==> config.mk <==
export PLATFORM = sky130hd
export DESIGN_NAME = stumps_bist_ctrl
export DESIGN_NICKNAME = d
export VERILOG_FILES = /design/src/rtl/bist_pkg.sv /design/src/rtl/bist_misr.sv /design/src/rtl/stumps_bist_ctrl.sv
export SDC_FILE = /design/constraint.sdc
export NUM_CORES = 1
export LEC_CHECK = 0
export ABC_AREA = 1
export BUFFER_PORTS_ARGS = -buffer_cell sky130_fd_sc_hd__buf_4
export CAP_MARGIN = 30
export CELL_PAD_IN_SITES_DETAIL_PLACEMENT = 1
export CELL_PAD_IN_SITES_GLOBAL_PLACEMENT = 2
export CORE_MARGIN = 10
export CORE_UTILIZATION = 30
export DETAILED_ROUTE_END_ITERATION = 10
export GPL_ROUTABILITY_DRIVEN = 0
export PLACE_DENSITY = 0.71
export SLEW_MARGIN = 30
export SYNTH_ARGS = -nofsm -noshare
export SYNTH_HDL_FRONTEND = slang
export SYNTH_HIERARCHICAL = 1
export SYNTH_SLANG_ARGS = --single-unit
export TNS_END_PERCENT = 20
==> constraint.sdc <==
create_clock -name CK -period 1.8 [get_ports CK]
set_clock_uncertainty 0.2 [all_clocks]
set_input_delay 0 -clock CK [delete_from_list [all_inputs] [get_ports CK]]
set_output_delay 0 -clock CK [all_outputs]
set_load 0.05 [all_outputs]
==> src/rtl/bist_pkg.sv <==
// Shared types and pure step functions for the STUMPS logic-BIST controller.
// Functions work on MAX_W-bit vectors so any LFSR/MISR width below MAX_W can share them.
package bist_pkg;

  typedef enum logic [2:0] {IDLE, LOAD, CAPT, UNLOAD, FIN} state_t;

  localparam int MAX_W = 64;

  localparam logic [15:0] DEF_LFSR_POLY = 16'hB400;
  localparam logic [15:0] DEF_LFSR_SEED = 16'hACE1;
  localparam logic [15:0] DEF_MISR_POLY = 16'hB400;

  // Galois right-shift LFSR step; the caller zero-extends and truncates to its own width.
  function automatic logic [MAX_W-1:0] lfsr_step(input logic [MAX_W-1:0] l,
                                                 input logic [MAX_W-1:0] poly);
    return (l >> 1) ^ (l[0] ? poly : '0);
  endfunction

  function automatic logic [MAX_W-1:0] misr_step(input logic [MAX_W-1:0] m,
                                                 input logic [MAX_W-1:0] poly,
                                                 input logic [MAX_W-1:0] data,
                                                 input int               width);
    logic [MAX_W-1:0] mask;
    mask = (MAX_W'(1) << width) - MAX_W'(1);
    return ((m << 1) ^ (m[width-1] ? poly : '0) ^ data) & mask;
  endfunction

endpackage

==> src/rtl/bist_misr.sv <==
// Multiple-input signature register compacting the scan-out bits of all chains.
// STUMPS_BIST_XMASK_EN adds a per-chain mask that forces masked chains to contribute 0.
module bist_misr
  import bist_pkg::*;
#(
  parameter int             W      = 16,
  parameter int             CHAINS = 4,
  parameter logic [W-1:0]   POLY   = DEF_MISR_POLY
) (
  input  logic              clk,
  input  logic              rst,
  input  logic              clear,
  input  logic              enable,
  input  logic [CHAINS-1:0] so_data,
`ifdef STUMPS_BIST_XMASK_EN
  input  logic [CHAINS-1:0] xmask,
`endif
  output logic [W-1:0]      signature
);

  logic [CHAINS-1:0] data;

`ifdef STUMPS_BIST_XMASK_EN
  assign data = so_data & ~xmask;
`else
  assign data = so_data;
`endif

  // Clear wins over enable so a restart never folds a stale bit into the new signature.
  always_ff @(posedge clk or posedge rst) begin
    if (rst) begin
      signature <= '0;
    end else if (clear) begin
      signature <= '0;
    end else if (enable) begin
      signature <= W'(misr_step(MAX_W'(signature), MAX_W'(POLY), MAX_W'(data), W));
    end
  end

endmodule

==> src/rtl/stumps_bist_ctrl.sv <==
// STUMPS logic-BIST controller: LFSR pattern source, shift/capture sequencer, MISR compaction.
// Optional XMASK input is compiled in with STUMPS_BIST_XMASK_EN.
module stumps_bist_ctrl
  import bist_pkg::*;
#(
  parameter int                 CHAINS    = 4,
  parameter int                 CHAIN_LEN = 16,
  parameter int                 PATTERNS  = 256,
  parameter int                 LFSR_W    = 16,
  parameter logic [LFSR_W-1:0]  LFSR_POLY = DEF_LFSR_POLY,
  parameter logic [LFSR_W-1:0]  LFSR_SEED = DEF_LFSR_SEED,
  parameter int                 MISR_W    = 16,
  parameter logic [MISR_W-1:0]  MISR_POLY = DEF_MISR_POLY,
  parameter logic [MISR_W-1:0]  GOLDEN    = '0,
  localparam int                CNT_W     = $clog2(PATTERNS + 1)
) (
  input  logic              CK,
  input  logic              RST,
  input  logic              START,
  input  logic [CHAINS-1:0] SO_DATA,
`ifdef STUMPS_BIST_XMASK_EN
  input  logic [CHAINS-1:0] XMASK,
`endif
  output logic [CHAINS-1:0] SI_DATA,
  output logic              SCAN_EN,
  output logic              CAPTURE,
  output logic              BUSY,
  output logic              DONE,
  output logic              PASS,
  output logic [MISR_W-1:0] SIGNATURE,
  output logic [CNT_W-1:0]  PAT_CNT
);

  localparam int                SH_W     = (CHAIN_LEN > 1) ? $clog2(CHAIN_LEN) : 1;
  localparam int                STRIDE   = LFSR_W / CHAINS;
  localparam logic [LFSR_W-1:0] SEED     = (LFSR_SEED == '0) ? LFSR_W'(1) : LFSR_SEED;
  localparam logic [SH_W-1:0]   SH_LAST  = SH_W'(CHAIN_LEN - 1);
  localparam logic [CNT_W-1:0]  PAT_LAST = CNT_W'(PATTERNS);

  state_t            state;
  logic [LFSR_W-1:0] lfsr;
  logic [LFSR_W-1:0] lfsr_next;
  logic [SH_W-1:0]   shift_cnt;
  logic              first_load;
  logic              start_ok;
  logic              misr_en;

  function automatic logic [CHAINS-1:0] taps(input logic [LFSR_W-1:0] l);
    logic [CHAINS-1:0] t;
    t = '0;
    for (int i = 0; i < CHAINS; i++) t[i] = l[i*STRIDE];
    return t;
  endfunction

  assign lfsr_next = LFSR_W'(lfsr_step(MAX_W'(lfsr), MAX_W'(LFSR_POLY)));

  // A restart from FIN waits until DONE has been shown for at least one cycle.
  assign start_ok = START && ((state == IDLE) || ((state == FIN) && DONE));
  assign misr_en  = ((state == LOAD) && !first_load) || (state == UNLOAD);

  always_ff @(posedge CK or posedge RST) begin
    if (RST) begin
      state      <= IDLE;
      lfsr       <= SEED;
      shift_cnt  <= '0;
      first_load <= 1'b0;
      SI_DATA    <= '0;
      SCAN_EN    <= 1'b0;
      CAPTURE    <= 1'b0;
      BUSY       <= 1'b0;
      DONE       <= 1'b0;
      PASS       <= 1'b0;
      PAT_CNT    <= '0;
    end else begin
      CAPTURE <= 1'b0;
      case (state)
        IDLE, FIN: begin
          if (start_ok) begin
            state      <= LOAD;
            lfsr       <= SEED;
            SI_DATA    <= taps(SEED);
            SCAN_EN    <= 1'b1;
            BUSY       <= 1'b1;
            DONE       <= 1'b0;
            PASS       <= 1'b0;
            PAT_CNT    <= '0;
            shift_cnt  <= '0;
            first_load <= 1'b1;
          end else if ((state == FIN) && !DONE) begin
            DONE <= 1'b1;
            PASS <= (SIGNATURE == GOLDEN);
          end
        end
        LOAD: begin
          lfsr      <= lfsr_next;
          SI_DATA   <= taps(lfsr_next);
          shift_cnt <= shift_cnt + SH_W'(1);
          if (shift_cnt == SH_LAST) begin
            state      <= CAPT;
            SCAN_EN    <= 1'b0;
            CAPTURE    <= 1'b1;
            PAT_CNT    <= PAT_CNT + CNT_W'(1);
            shift_cnt  <= '0;
            first_load <= 1'b0;
          end
        end
        CAPT: begin
          SCAN_EN <= 1'b1;
          if (PAT_CNT == PAT_LAST) begin
            state   <= UNLOAD;
            SI_DATA <= '0;
          end else begin
            state <= LOAD;
          end
        end
        UNLOAD: begin
          shift_cnt <= shift_cnt + SH_W'(1);
          if (shift_cnt == SH_LAST) begin
            state     <= FIN;
            SCAN_EN   <= 1'b0;
            BUSY      <= 1'b0;
            shift_cnt <= '0;
          end
        end
        default: state <= IDLE;
      endcase
    end
  end

  bist_misr #(
    .W      (MISR_W),
    .CHAINS (CHAINS),
    .POLY   (MISR_POLY)
  ) u_misr (
    .clk       (CK),
    .rst       (RST),
    .clear     (start_ok),
    .enable    (misr_en),
    .so_data   (SO_DATA),
`ifdef STUMPS_BIST_XMASK_EN
    .xmask     (XMASK),
`endif
    .signature (SIGNATURE)
  );

endmodule
# After elaboration in Yosys (flattened, before gate mapping)

Index checks and enable logic that the tools add are counted.

Flip-flop bits (word level): 58
Bits in latches: 0
Bits in writable memories: 0
Bits in read-only memories: 0
Output and inout bits: 34
Memories: 0

$add $sub $neg: 2
$mul: 0
Divide/modulo/power cells: 0
Order comparisons: 0
Equality and inequality tests: 11
Shift operators: 0
Mux-type cells: 31
Bitwise operators: 3
Reduce and logical (&&, ||, !) cells: 27

Operator list:

| kind                                                             | number |
|---|---|
| 16-bit two-way mux                                               | 5 |
| 16-bit case mux with 2 select lines                              | 1 |
| 9-bit two-way mux                                                | 2 |
| 9-bit case mux with 2 select lines                               | 1 |
| 16-bit zero test                                                 | 1 |
| 4-bit two-way mux                                                | 4 |
| 15-bit by 16-bit XOR with 16-bit output                          | 1 |
| 16-bit XOR                                                       | 1 |
| 16-bit by 4-bit XOR with 16-bit output                           | 1 |
| 3-bit AND reduction                                              | 5 |
| 3-bit case mux with 4 select lines                               | 1 |
| 4-bit case mux with 3 select lines                               | 1 |
| 2-bit nonzero test                                               | 5 |
| 9-bit by 1-bit adder with 9-bit output (second input constant)   | 1 |
| 9-bit == test (second input constant)                            | 1 |
| 3-bit two-way mux                                                | 3 |
| 1-bit two-way mux                                                | 8 |
| 4-bit case mux with 2 select lines                               | 1 |
| 3-bit by 2-bit == test with 1-bit output (second input constant) | 2 |
| 2-bit by 1-bit != test with 1-bit output (second input constant) | 3 |
| 2-bit AND reduction                                              | 3 |
| 3-bit nonzero test                                               | 2 |
| 4-bit by 1-bit adder with 4-bit output (second input constant)   | 1 |
| 4-bit == test (second input constant)                            | 1 |
| other kinds (11)                                                 | 19 |

# Longest topological paths before layout

Word-level depth: 6
Gate-level depth with buffers: 9

# By module

Netlist, hierarchy kept.

By module, submodules not included:

| module           | instances | cells an instance | area an instance (um^2) |
|---|---|---|---|
| stumps_bist_ctrl | 1         | 247               | 2045.7 |
| bist_misr        | 1         | 92                | 778.2 |

# Least setup slack after synthesis

No wires, ideal clock.

Path type: register to register
Start point: register DONE
End point: register u_misr.signature[5]
Library setup time: 120 ps
Arrival: 1589 ps
Data required time: 1480 ps
Setup slack: -109 ps
Stages on the path, launching flop included: 9
Period minus slack after synthesis: 1909 ps
Cell sequence: dfrtp_1 > inv_1 > nand2_1 > nand2_1 > nor2_1 > nor2_4 > buf_4 > nand2_1 > nand2_1

Cells in the longest elaborated chain, start to end: 4
Elaborated cells between the ends (all ways): 5

Ends and longest elaborated chain:

| item                                                     | line                   | text |
|---|---|---|
| from (decl)                                              | stumps_bist_ctrl.sv:28 | `output logic DONE,` |
| from (signal assigned)                                   | stumps_bist_ctrl.sv:71 | `DONE <= 1'b0;` |
| from (signal assigned)                                   | stumps_bist_ctrl.sv:84 | `DONE <= 1'b0;` |
| from (signal assigned)                                   | stumps_bist_ctrl.sv:90 | `DONE <= 1'b1;` |
| 1-bit logical AND (*)                                    | stumps_bist_ctrl.sv:58 | `assign start_ok = START && ((state == IDLE) \|\| ((state == FIN) && DONE));` |
| 1-bit logical OR (*)                                     | stumps_bist_ctrl.sv:58 |  |
| 1-bit logical AND (*)                                    | stumps_bist_ctrl.sv:58 |  |
| net start_ok                                             | stumps_bist_ctrl.sv:45 | `logic start_ok;` |
| 16-bit two-way mux or 2-bit nonzero test (tied branches) | n/a                    |  |
| to (signal assigned)                                     | bist_misr.sv:36        | `signature <= W'(misr_step(MAX_W'(signature), MAX_W'(POLY), MAX_W'(data), W));` |
| to (decl)                                                | bist_misr.sv:18        | `output logic [W-1:0] signature` |

Mark *: on every way through the listed nets, which the timed path passes. The rest lies on a longest branch.
A chain may end at the register's enable or synchronous reset.

# Worst setup path after layout

Start point: register state[0]
End point: register u_misr.signature[1]

Cells in the longest elaborated chain, start to end: 5
Elaborated cells between the ends (all ways): 11

Ends and longest elaborated chain:

| item                                                     | line                   | text |
|---|---|---|
| from (decl)                                              | stumps_bist_ctrl.sv:40 | `state_t state;` |
| from (signal assigned)                                   | stumps_bist_ctrl.sv:63 | `state <= IDLE;` |
| from (signal assigned)                                   | stumps_bist_ctrl.sv:79 | `state <= LOAD;` |
| from (signal assigned)                                   | stumps_bist_ctrl.sv:99 | `state <= CAPT;` |
| 3-bit == test                                            | stumps_bist_ctrl.sv:58 |  |
| 1-bit logical AND                                        | stumps_bist_ctrl.sv:58 |  |
| 1-bit logical OR (*)                                     | stumps_bist_ctrl.sv:58 |  |
| 1-bit logical AND (*)                                    | stumps_bist_ctrl.sv:58 |  |
| net start_ok                                             | stumps_bist_ctrl.sv:45 |  |
| 16-bit two-way mux or 2-bit nonzero test (tied branches) | n/a                    |  |

Marks and branches as above.

==> run_results.csv <==
group,metric,value,unit
run_status,status,"finished, final reports clean",
grt,grt_pass1_wl,12300,um
critical_path,crit_arrival,1710,ps
final_layout,fin_util,39.0,%
critical_path,worst-r2r-setup-slack,130,ps
routing,drtIter0Drc,96,
floorplanning,die-area,0.0137,sq mm
critical_path,reg2reg_to,"u_misr/signature[1]",
routing,dr.pass1.iters,4,
critical_path,cpPeakStageDelay,430,ps
timing,drv_slew,0,
routing,wl_per_cell,14.1,um
pwr,p_leak,1.78,nW
yosys,syn_area,0.00282,sq mm
final_layout,fillerInstances,1123,
floorplanning,core,0.00920,sq mm
pwr,power.density,2030,mW/mm^2
clock_tree,clkLatencyLatePin,340,ps
yosys,synthDistinctLibCells,30,
timing,clock.fmax,597,MHz
min_path,hold_path_class,"primary input to asynchronous set/reset pin",
floorplanning,die_h,117,um
grt,grt_pass1_vias,2382,
floorplanning,io_pins,41,
placement,portBuffers,40,
yosys,yosysSeqAreaShare,51.8,%
placement,place_hpwl,5330,um
pwr,p_int,3.80,mW
floorplanning,row_count,35,
pwr,seqPwrFrac,32.2,%
pwr,p_switching,3.47,mW
timing,period_minus_slack,1670,ps
clock_tree,clockBufferDepth,2,
clock_tree,root_buffer,"clkbuf_8",
critical_path,timing.rr.start,"state[0]",
routing,via_count,2374,
final_layout,multi_input_area,0.00115,sq mm
critical_path,path_class,"flop to flop",
critical_path,cp_max_fo,7,
timing,setup_violations,0,
timing,finalCritPeriodShare,93.1,%
yosys,synth.net_count,349,
critical_path,r2r_cells,8,
final_layout,area_growth,27.1,%
grt,grt_max_degree,43,
floorplanning,initial_utilization,30.7,%
final_layout,fin_cells,516,
timing,hold_violations,0,
grt,antenna_found_initial,0,
run,drv_cap,0,
routing,drc,0,
critical_path,crit_path_frequent_cell,"nand2_1",
final_layout,fin_nets,410,
timing,rsz0062_at_grt,"true",
clock_tree,post_cts_buffers,0,
clock_tree,cts.sinks,58,
timing,worst_pin_slew,642,ps
critical_path,start_kind,"flop",
timing,relSlewSlack,57.2,%
critical_path,required,1830,ps
timing,tns,0,ps
yosys,ys_ff_latch,58,
pwr,switching_share,47.8,%
critical_path,startpoint,"state[0]",
critical_path,cp-end-kind,"flop",
pwr,combPwrFrac,51.7,%
final_layout,regArea,0.00146,sq mm
grt,grt-ovfl-total,0,
critical_path,path_cells,"nor2_2 -> inv_1 -> nor2_1 -> buf_4 -> nor2_4 -> buf_12 -> nand2_1 -> nand2_1",
routing,wl,7260,um
clock_tree,cts_buffers,9,
final_layout,final_layout_size_suffix_gt1_share,24.7,%
clock_tree,clkTransAtPathRegs,70,ps
routing,via_per_inst,4.60,
routing,ant_nets,0,
critical_path,cp_slowest_cell,"dfrtp_1",
clock_tree,cts_tree,"done",
floorplanning,die_w,117,um
pwr,max-vdd-ir-drop,0.750,mV
yosys,syn_avg_cell_area,8.33,sq um
yosys,ys.warnings.count,6,
grt,track_usage,11.4,%
yosys,synthCells,339,
final_layout,antenna_cells,0,
placement,place_inst,494,
final_layout,mostFrequentLayoutCells,"109 x nand2_1, 49 x buf_4, 48 x dfrtp_1",
clock_tree,ctsHtreeMaxLevel,3,
timing,hold_ws,130,ps
final_layout,final_common_cell,"nand2_1",
pwr,clockPowerShare,16.0,%
cell type report:
| class | instances | area share (%) |
|---|---|---|
| sequential | 58 | 40.8 |
| multi-input combinational | 230 | 32.0 |
| timing repair buffer | 58 | 13.6 |
| inverter | 43 | 4.60 |
| tap | 111 | 3.87 |
| clock buffer | 10 | 3.56 |
| clock inverter | 6 | 1.60 |
power groups by stage:
stage          sequential [mW]  clock [mW]  combinational [mW]
2_1_floorplan             3.14           0                1.82
3_3_place_gp              2.36           0                3.73
3_5_place_dp              2.38           0                3.78
4_1_cts                   2.36        1.21                3.81
5_1_grt                   2.43        1.29                4.19
6_report                  2.34        1.17                3.76
worst max path at each step:
stage,to,slack (ps),cells after the start
after floorplan,u_misr/signature[5],30,8
after global placement,PAT_CNT[0],110,6
after detailed placement,PAT_CNT[0],70,6
after CTS,PAT_CNT[0],50,6
after global routing,u_misr/signature[2],-6,9
final,u_misr/signature[1],130,8
through the flow:
stage | power, mW | area [sq um] | worst slack [ps]
global placement | 6.09 | 3330 | 113
detailed placement | 6.16 | 3330 | 70.8
global route | 7.91 | 3590 | -6.25
floorplan | 4.96 | 2830 | 26.0
finish | 7.27 | 3590 | 125
CTS | 7.37 | 3570 | 55.0
Yosys cell counts:
library cell,count,area (sq um)
nand2_1,109,409
dfrtp_1,50,1250
inv_1,39,146
nor2_1,28,105
o21ai_0,23,115
nand3_1,22,110
a21oi_1,8,40.0
dfstp_2,8,210
nand3_2,7,70.1
o21ai_1,5,25.0
xor2_1,4,35.0
buf_4,3,22.5
buf_6,3,33.8
ha_1,3,37.5
inv_2,3,11.3
nand2_2,3,18.8
nor2_4,3,33.8
o22ai_1,3,18.8
a22oi_1,2,15.0
o21ai_2,2,17.5
xnor2_1,2,17.5
buf_2,1,5.00
clkbuf_1,1,3.75
inv_4,1,6.26
nand2_4,1,11.3
nand3_4,1,17.5
nand4_1,1,6.26
nor2_2,1,6.26
o211ai_1,1,7.51
o21ai_4,1,16.3
cell families after synthesis:
kind of cell             after synthesis  share of synthesized area, %
AND/OR/NAND/NOR                      176                          27.9
flip-flops                            58                          51.8
buffers and inverters                 51                          8.11
AO/OA/AOI/OAI                         45                          9.04
XOR/XNOR                               6                          1.86
adder cells (fa/ha/maj)                3                          1.33
critical path: cells and delay by family (launching register included):
family	cells	cell delay (ps)
flops	1	430
simple gates	5	530
buf+inv	3	410
flip-flops by register name, indices dropped and copies added, names as in the netlist:
signal / count
BUSY: 1
CAPTURE: 1
DONE: 1
PASS: 1
PAT_CNT: 9
SCAN_EN: 1
SI_DATA: 4
first_load: 1
lfsr: 16
shift_cnt: 4
state: 3
u_misr/signature: 16
metal layers:
metal / vias to the layer above / track usage, % / wire [um]
met1: 1156 / 15.6 / 3520
met3: 8 / 3.36 / 287
li1: 1180 / - / -
met2: 30 / 16.8 / 3370
met4: 0 / 4.20 / 91
met5: - / 0 / 0
timing repair:
action,CTS,global route
resized for setup,0,4
hold buffers,6,0
setup endpoints to repair,0,11
endpoints found under the hold margin,82,0
Note: power is estimated with default switching activity, not from simulation.
